`src/rtl/axis_sub_one.sv`:
```
// AXI4-Stream lane decoder: subtracts 1 from every byte lane; 1-cycle latency, two-entry skid buffer.
// Backpressure: s_axis_tready drops only when the skid entry is full; build option AXIS_SUB_ONE_KEEP_MASK_EN zeroes tkeep=0 lanes.
module axis_sub_one (
  input  logic        clock,
  input  logic        reset,
  input  logic [31:0] s_axis_tdata,
  input  logic [3:0]  s_axis_tkeep,
  input  logic        s_axis_tvalid,
  output logic        s_axis_tready,
  output logic [31:0] m_axis_tdata,
  output logic [3:0]  m_axis_tkeep,
  output logic        m_axis_tvalid,
  input  logic        m_axis_tready,
  output logic [31:0] beat_count
);

  // Encoding chosen so bit0 is OUT.valid and bit1 is SKID.valid.
  typedef enum logic [1:0] {
    EMPTY = 2'b00,
    ONE   = 2'b01,
    TWO   = 2'b11
  } state_t;

  state_t      state, next_state;
  logic [31:0] out_dat, skid_dat, count_q, dec_dat;
  logic [3:0]  out_keep, skid_keep;
  logic        in_xfer, out_xfer;
  logic        load_out_in, load_out_skid, load_skid;

  assign s_axis_tready = ~state[1] & ~reset;
  assign m_axis_tvalid = state[0];
  assign m_axis_tdata  = out_dat;
  assign m_axis_tkeep  = out_keep;
  assign beat_count    = count_q;

  assign in_xfer  = s_axis_tvalid & s_axis_tready;
  assign out_xfer = m_axis_tvalid & m_axis_tready;

  always_comb begin
    dec_dat = '0;
    for (int i = 0; i < 4; i++) begin
`ifdef AXIS_SUB_ONE_KEEP_MASK_EN
      dec_dat[8*i +: 8] = s_axis_tkeep[i] ? (s_axis_tdata[8*i +: 8] - 8'h01) : 8'h00;
`else
      dec_dat[8*i +: 8] = s_axis_tdata[8*i +: 8] - 8'h01;
`endif
    end
  end

  always_comb begin
    next_state    = state;
    load_out_in   = 1'b0;
    load_out_skid = 1'b0;
    load_skid     = 1'b0;
    case (state)
      EMPTY: begin
        if (in_xfer) begin
          next_state  = ONE;
          load_out_in = 1'b1;
        end
      end
      ONE: begin
        if (in_xfer && out_xfer) begin
          load_out_in = 1'b1;
        end else if (out_xfer) begin
          next_state = EMPTY;
        end else if (in_xfer) begin
          next_state = TWO;
          load_skid  = 1'b1;
        end
      end
      TWO: begin
        if (out_xfer) begin
          next_state    = ONE;
          load_out_skid = 1'b1;
        end
      end
      default: next_state = EMPTY;
    endcase
  end

  always_ff @(posedge clock or posedge reset) begin
    if (reset) begin
      state <= EMPTY;
    end else begin
      state <= next_state;
    end
  end

  always_ff @(posedge clock or posedge reset) begin
    if (reset) begin
      out_dat   <= '0;
      out_keep  <= '0;
      skid_dat  <= '0;
      skid_keep <= '0;
      count_q   <= '0;
    end else begin
      if (load_out_in) begin
        out_dat  <= dec_dat;
        out_keep <= s_axis_tkeep;
      end else if (load_out_skid) begin
        out_dat  <= skid_dat;
        out_keep <= skid_keep;
      end
      // Skid entry is zeroed when drained so an empty skid always reads as zero.
      if (load_skid) begin
        skid_dat  <= dec_dat;
        skid_keep <= s_axis_tkeep;
      end else if (load_out_skid) begin
        skid_dat  <= '0;
        skid_keep <= '0;
      end
      if (out_xfer) begin
        count_q <= count_q + 32'd1;
      end
    end
  end

endmodule

```
`config.mk`:
```
export PLATFORM = sky130hd
export DESIGN_NAME = axis_sub_one
export DESIGN_NICKNAME = d
export VERILOG_FILES = /design/src/rtl/axis_sub_one.sv
export SDC_FILE = /design/constraint.sdc
export NUM_CORES = 1
export LEC_CHECK = 0
export CELL_PAD_IN_SITES_DETAIL_PLACEMENT = 0
export CELL_PAD_IN_SITES_GLOBAL_PLACEMENT = 1
export CORE_AREA = 2 2 112 114
export CTS_BUF_LIST = sky130_fd_sc_hd__clkbuf_8
export CTS_CLUSTER_SIZE = 40
export DETAILED_ROUTE_END_ITERATION = 8
export DIE_AREA = 0 0 114 116
export PLACE_DENSITY_LB_ADDON = 0.2
export SLEW_MARGIN = 10
export SYNTH_ARGS = -nofsm -noshare
export SYNTH_HDL_FRONTEND = slang
export SYNTH_SLANG_ARGS = --single-unit
```
`constraint.sdc`:
```
create_clock -name clock -period 12.65 [get_ports clock]
set_clock_uncertainty 0.05 [all_clocks]
set_input_delay 3.795 -clock clock [delete_from_list [all_inputs] [get_ports clock]]
set_output_delay 3.795 -clock clock [all_outputs]
set_load 0.01 [all_outputs]
```
==> results of run 1 <==
## state kept, by name, summed over array words and instances (netlist names)
| signal | flops |
|---|---|
| beat_count | 32 |
| m_axis_tdata | 32 |
| m_axis_tkeep | 4 |
| skid_dat | 32 |
| skid_keep | 4 |
| state | 2 |
## path summary, 6_finish.rpt
check,endpoint,cells past startpoint
min in group asynchronous,m_axis_tdata[11],2
hold / removal,beat_count[31],1
setup / recovery,s_axis_tready,3
setup reg to reg,m_axis_tdata[23],6
hold reg to reg,beat_count[31],1
max in group asynchronous,beat_count[29],3
## worst max-delay path, cell delays in order
cell and delay, ns:
sky130_fd_sc_hd__clkdlybuf4s50_1 0.49, sky130_fd_sc_hd__nor2_1 0.13, sky130_fd_sc_hd__clkdlybuf4s50_1 0.54
## cells in the final DEF, fill, tap and decap left out, types with 4 or more instances in the layout
cell type                         instances
sky130_fd_sc_hd__nand2_1                 22
sky130_fd_sc_hd__inv_1                   19
sky130_fd_sc_hd__and4_1                   6
sky130_fd_sc_hd__xnor2_1                 28
sky130_fd_sc_hd__ha_1                     9
sky130_fd_sc_hd__nor4_1                   6
sky130_fd_sc_hd__a21oi_1                 33
sky130_fd_sc_hd__o21ai_0                 39
sky130_fd_sc_hd__nand3_1                 49
sky130_fd_sc_hd__mux2_2                  35
sky130_fd_sc_hd__nor2_1                  49
sky130_fd_sc_hd__clkdlybuf4s50_1        109
sky130_fd_sc_hd__clkbuf_8                11
sky130_fd_sc_hd__mux2i_1                  4
sky130_fd_sc_hd__xor2_1                  28
sky130_fd_sc_hd__dfrtp_1                106
sky130_fd_sc_hd__buf_4                    4
sky130_fd_sc_hd__nand3_2                  4
sky130_fd_sc_hd__nor3_1                  10
## logic make-up (layout without fill, tap and decap cells)
| logic type | count (synthesis) | count (layout) |
|---|---|---|
| simple gates | 172 | 172 |
| flops | 106 | 106 |
| compound gates | 75 | 75 |
| xor+xnor | 56 | 56 |
| buf+inv | 47 | 148 |
| mux | 39 | 39 |
| fa+ha+maj | 9 | 9 |
## stage by stage
stage          setup slack, ns  area (µm²)  utilization  hold WS [ns]
2_1_floorplan             4.84        5230            -         0.415
3_3_place_gp              3.87        6410        0.538         0.405
3_5_place_dp              3.85        6410        0.538         0.420
4_1_cts                   3.84        6660        0.559         0.432
5_1_grt                   3.82        6660        0.559         0.459
6_report                  3.85        6660        0.559         0.430
## routing by layer
metal / track usage / vias up / routed length [µm]
met5: 0 / - / 0
li1: - / 1933 / -
met1: 0.197 / 1920 / 4690
met3: 0.0612 / 8 / 628
met4: 0.0504 / 0 / 98
met2: 0.312 / 72 / 5520
## cell type report
| type | count | area (µm²) | share of cell area |
|---|---|---|---|
| clock buffers | 11 | 151 | 0.0227 |
| repair buffers | 113 | 1120 | 0.168 |
| flip-flops and latches | 106 | 2650 | 0.398 |
| well taps | 147 | 184 | 0.0276 |
| inverters | 19 | 73.8 | 0.0111 |
| multi-input cells | 351 | 2380 | 0.357 |
| clock inverters | 5 | 101 | 0.0152 |
## power groups by stage
stage | clock network (mW) | registers (mW) | logic (mW)
after floorplan | 0 | 0.568 | 0.252
after global placement | 0 | 0.547 | 0.473
after detailed placement | 0 | 0.555 | 0.488
after CTS | 0.265 | 0.549 | 0.490
after global routing | 0.277 | 0.566 | 0.538
final | 0.256 | 0.546 | 0.481
==> flow_metrics.tcl, run 1 <==
set metrics [dict create \
    cts.root.buffer_cell "sky130_fd_sc_hd__clkbuf_8" \
    synth_cell_types 35 \
    groute.usage.overall 0.174 \
    synthDominantAreaCellType "sky130_fd_sc_hd__dfrtp_1" \
    coreArea_um2 11900 \
    antenna_cells 0 \
    drt-wirelength-per-cell_um 14.5 \
    multiplexer_area_fraction_after_synthesis 0.0831 \
    syn_area_um2 5230 \
    drtPass1Iterations 4 \
    nets 649 \
    dominantRegCellSynth "sky130_fd_sc_hd__dfrtp_1" \
    timing_max_transition_violations_final 0 \
    number_of_buffers_inserted_by_port_buffering 109 \
    hp-class "flop to flop" \
    power.switching_uw 407 \
    yosys_warnings 0 \
    final_setup_vio_count 0 \
    cp_max_fo 3 \
    rsz_0062_raised_after_global_routing "no" \
    synth_top_area_frac 0.508 \
    globalRouteOverflowTotal 0 \
    layout-area-overhead-vs-synth_pct 27.5 \
    start_util 0.439 \
    syn_avg_cell_area_um2 10.4 \
    synth_fa_ha_area_frac 0.0216 \
    ctsResizeCount 0 \
    report.power.total_mw 1.28 \
    switching_share 0.317 \
    detailed_place_hpwl_um 7350 \
    cp.arrival_ns 4.95 \
    critPathRequiredTime_ns 8.80 \
    number_of_antenna_violations_at_the_first_check_in_global_routing 0 \
    fp.dieH_um 116 \
    critical_path_class "input pin to primary output" \
    clock-sinks 106 \
    power.sequential.fraction 0.426 \
    power.share.clock 0.199 \
    routed-via-count 3933 \
    drt_drc_violations_left 0 \
    count_of_boundary_i_o_pins 110 \
    mappedNetlistNets 553 \
    start_kind "input pin" \
    synthTopCellsByArea "sky130_fd_sc_hd__dfrtp_1 51%, sky130_fd_sc_hd__mux2_2 7.5%, sky130_fd_sc_hd__nand3_1 4.8%, sky130_fd_sc_hd__xnor2_1 4.7%, sky130_fd_sc_hd__xor2_1 4.7%" \
    synth.yosys.seq_area_share 0.508 \
    asyncSetResetFlopFracSynth 1.00 \
    ir_worst_vdd_mv 0.127 \
    critical_path.startpoint "reset" \
    antenna_violating_nets_post_route 0 \
    clk_transition_reported_paths_ns 0.09 \
    yosysMostFrequentCell "sky130_fd_sc_hd__dfrtp_1" \
    yosys-top-cells-count "106 x sky130_fd_sc_hd__dfrtp_1, 50 x sky130_fd_sc_hd__nand3_1, 49 x sky130_fd_sc_hd__nor2_1" \
    crit-reg2reg-launch "state[0]" \
    clockBufferDepth 2 \
    timing.hold.worst.start "beat_count[31]" \
    share_of_synthesized_cell_area_in_and_or_nand_and_nor_gates 0.182 \
    leakage_nw 2.94 \
    achievable-frequency_mhz 114 \
    route.final.wire_length_um 10900 \
    ys_ff_latch 106 \
    synth_top_family_by_area "simple AND/OR/NAND/NOR gates" \
    final.min_clock_period_ns 8.80 \
    first_drt_iteration_drcs 214 \
    via_count_of_the_first_global_routing_pass 3885 \
    hold_buffers 0 \
    route.detailed.vias_per_inst 5.23 \
    grt_start_max_net_pins 73 \
    hold_viol 0 \
    drive_gt1_frac 0.112 \
    power.internal_uw 877 \
    die_width_um 114 \
    clock_latency_ns 0.38 \
    first_pass_grt_wire_length_um 18200 \
    dp.cells 736 \
    cp-end-kind "primary output" \
    timing.setup.tns_ns 0 \
    max_slew.worst_pin.slew_ns 0.833 \
    maxCapViolCount 0 \
    synth-xor-area-share 0.0939 \
    cts_tree "built" \
    cts.htree.levels 3 \
    power.combinational.fraction 0.375 \
    die-area_um2 13200 \
    reg2reg_setup_slack_ns 10.33 \
    postCtsSetupRepairBufs 0 \
    synth_instances 504 \
    instances_no_fill 752 \
    core.rowCount 40 \
    filler_cell_count 1083 \
    cts_buffers 9 \
    max-slew-margin-rel 0.445 \
    synth-compound-area-share 0.0730 \
    synth_edf_count 0 \
    finalWeightedCongestion 0.763 \
    run_status "finished clean" \
    min_period_over_period 0.696 \
    p_per_area_nw_per_um2 193 \
]
Note: power is estimated with default switching activity, not from simulation.
==> run 2, diff against run 1 <==
CORE_AREA = 2 2 116 118   (was 2 2 112 114)
DIE_AREA = 0 0 118 120   (was 0 0 114 116)
clock period = 9 ns   (was 12.65 ns; I/O delays follow)
==> flow_metrics.tcl, run 2 (synthesis results as in run 1) <==
set metrics [dict create \
    groute.usage.overall 0.160 \
    start_util 0.403 \
    clockBufferDepth 2 \
    die-area_um2 14200 \
    finalWeightedCongestion 0.748 \
    maxCapViolCount 0 \
    route.final.wire_length_um 10700 \
    layout_commonest_cell "sky130_fd_sc_hd__clkdlybuf4s50_1" \
    route.detailed.vias_per_inst 4.96 \
    nets 649 \
    grt_start_max_net_pins 73 \
    max-slew-margin-rel 0.432 \
    drt-wirelength-per-cell_um 13.8 \
    routed-via-count 3875 \
    critPathRequiredTime_ns 6.25 \
    hp-class "flop to flop" \
    reg2reg_setup_slack_ns 6.64 \
    achievable-frequency_mhz 152 \
    finalCoreUtilization 0.511 \
    count_of_boundary_i_o_pins 110 \
    post-route-cell-area_um2 6630 \
    run_status "finished clean" \
    die_width_um 118 \
    number_of_buffers_inserted_by_port_buffering 109 \
    clock_latency_ns 0.38 \
    cts_tree "built" \
    min_period_over_period 0.732 \
    final.min_clock_period_ns 6.59 \
    first_pass_grt_wire_length_um 18200 \
    rsz_0062_raised_after_global_routing "no" \
    instances_no_fill 781 \
    p_per_area_nw_per_um2 259 \
    hold_viol 0 \
    drtPass1Iterations 4 \
    fp.dieH_um 120 \
    core.rowCount 42 \
    dpl_worst_slack_ns 2.41 \
    critical_path_class "input pin to primary output" \
    layout.cells.most_common_list "109 x sky130_fd_sc_hd__clkdlybuf4s50_1, 106 x sky130_fd_sc_hd__dfrtp_1, 49 x sky130_fd_sc_hd__nor2_1, 49 x sky130_fd_sc_hd__nand3_1, 39 x sky130_fd_sc_hd__o21ai_0" \
    via_count_of_the_first_global_routing_pass 3830 \
    antenna_cells 0 \
    coreArea_um2 13000 \
    fin_hold_ws_ns 0.420 \
    layout-area-overhead-vs-synth_pct 26.9 \
    cts.root.buffer_cell "sky130_fd_sc_hd__clkbuf_8" \
    clk_transition_reported_paths_ns 0.09 \
    cp-end-kind "primary output" \
    postLayoutSetupSlackWorst_ns 2.41 \
    ctsResizeCount 0 \
    antenna_violating_nets_post_route 0 \
    cp.arrival_ns 3.84 \
    dp.cells 765 \
    postCtsSetupRepairBufs 0 \
    filler_cell_count 1246 \
    final_setup_vio_count 0 \
    report.power.total_mw 1.72 \
    drt_drc_violations_left 0 \
    cp_max_fo 3 \
    detailed_place_hpwl_um 7350 \
    register_area_um2 2650 \
    first_drt_iteration_drcs 194 \
    hold_buffers 0 \
    multiInputGateArea_um2 2380 \
    cts.htree.levels 3 \
    post_dp_cell_area_um2 6450 \
    cts_buffers 9 \
    start_kind "input pin" \
    globalRouteOverflowTotal 0 \
    clock-sinks 106 \
    max_slew.worst_pin.slew_ns 0.852 \
    timing.setup.tns_ns 0 \
    timing_max_transition_violations_final 0 \
    number_of_antenna_violations_at_the_first_check_in_global_routing 0 \
    drive_gt1_frac 0.111 \
    ir_worst_vdd_mv 0.146 \
    leakage_nw 2.92 \
]
run 2: final timing paths:
kind | startpoint | endpoint | cells after the start
min in group asynchronous | reset | m_axis_tdata[11] | 2
worst min register to register | beat_count[31] | beat_count[31] | 1
worst min-delay path | beat_count[31] | beat_count[31] | 1
worst max-delay path | reset | s_axis_tready | 3
max in group asynchronous | reset | skid_dat[18] | 3
worst max register to register | state[0] | m_axis_tdata[18] | 6
run 2: cell type report:
class	instances	area share
flip-flops and latches	106	0.400
clock buffers	12	0.0249
clock inverters	4	0.00264
inverters	19	0.0111
repair buffers	113	0.169
multi-input cells	351	0.359
well taps	176	0.0332
run 2: power breakdown:
part	internal [mW]	switching, mW
clock network	0.121	0.154
logic	0.374	0.304
registers	0.659	0.106
total	1.15	0.564
run 2: routing by layer:
metal  share of wire  track usage  vias to the layer above
met1            0.43        0.186                     1855
li1                -            -                     1930
met2            0.50        0.278                       79
met3           0.056       0.0490                       11
met5               0            0                        -
met4           0.016       0.0610                        0
run 2: critical path, stage by stage:
cell and delay, ns:
sky130_fd_sc_hd__clkdlybuf4s50_1 0.48, sky130_fd_sc_hd__nor2_1 0.13, sky130_fd_sc_hd__clkdlybuf4s50_1 0.54
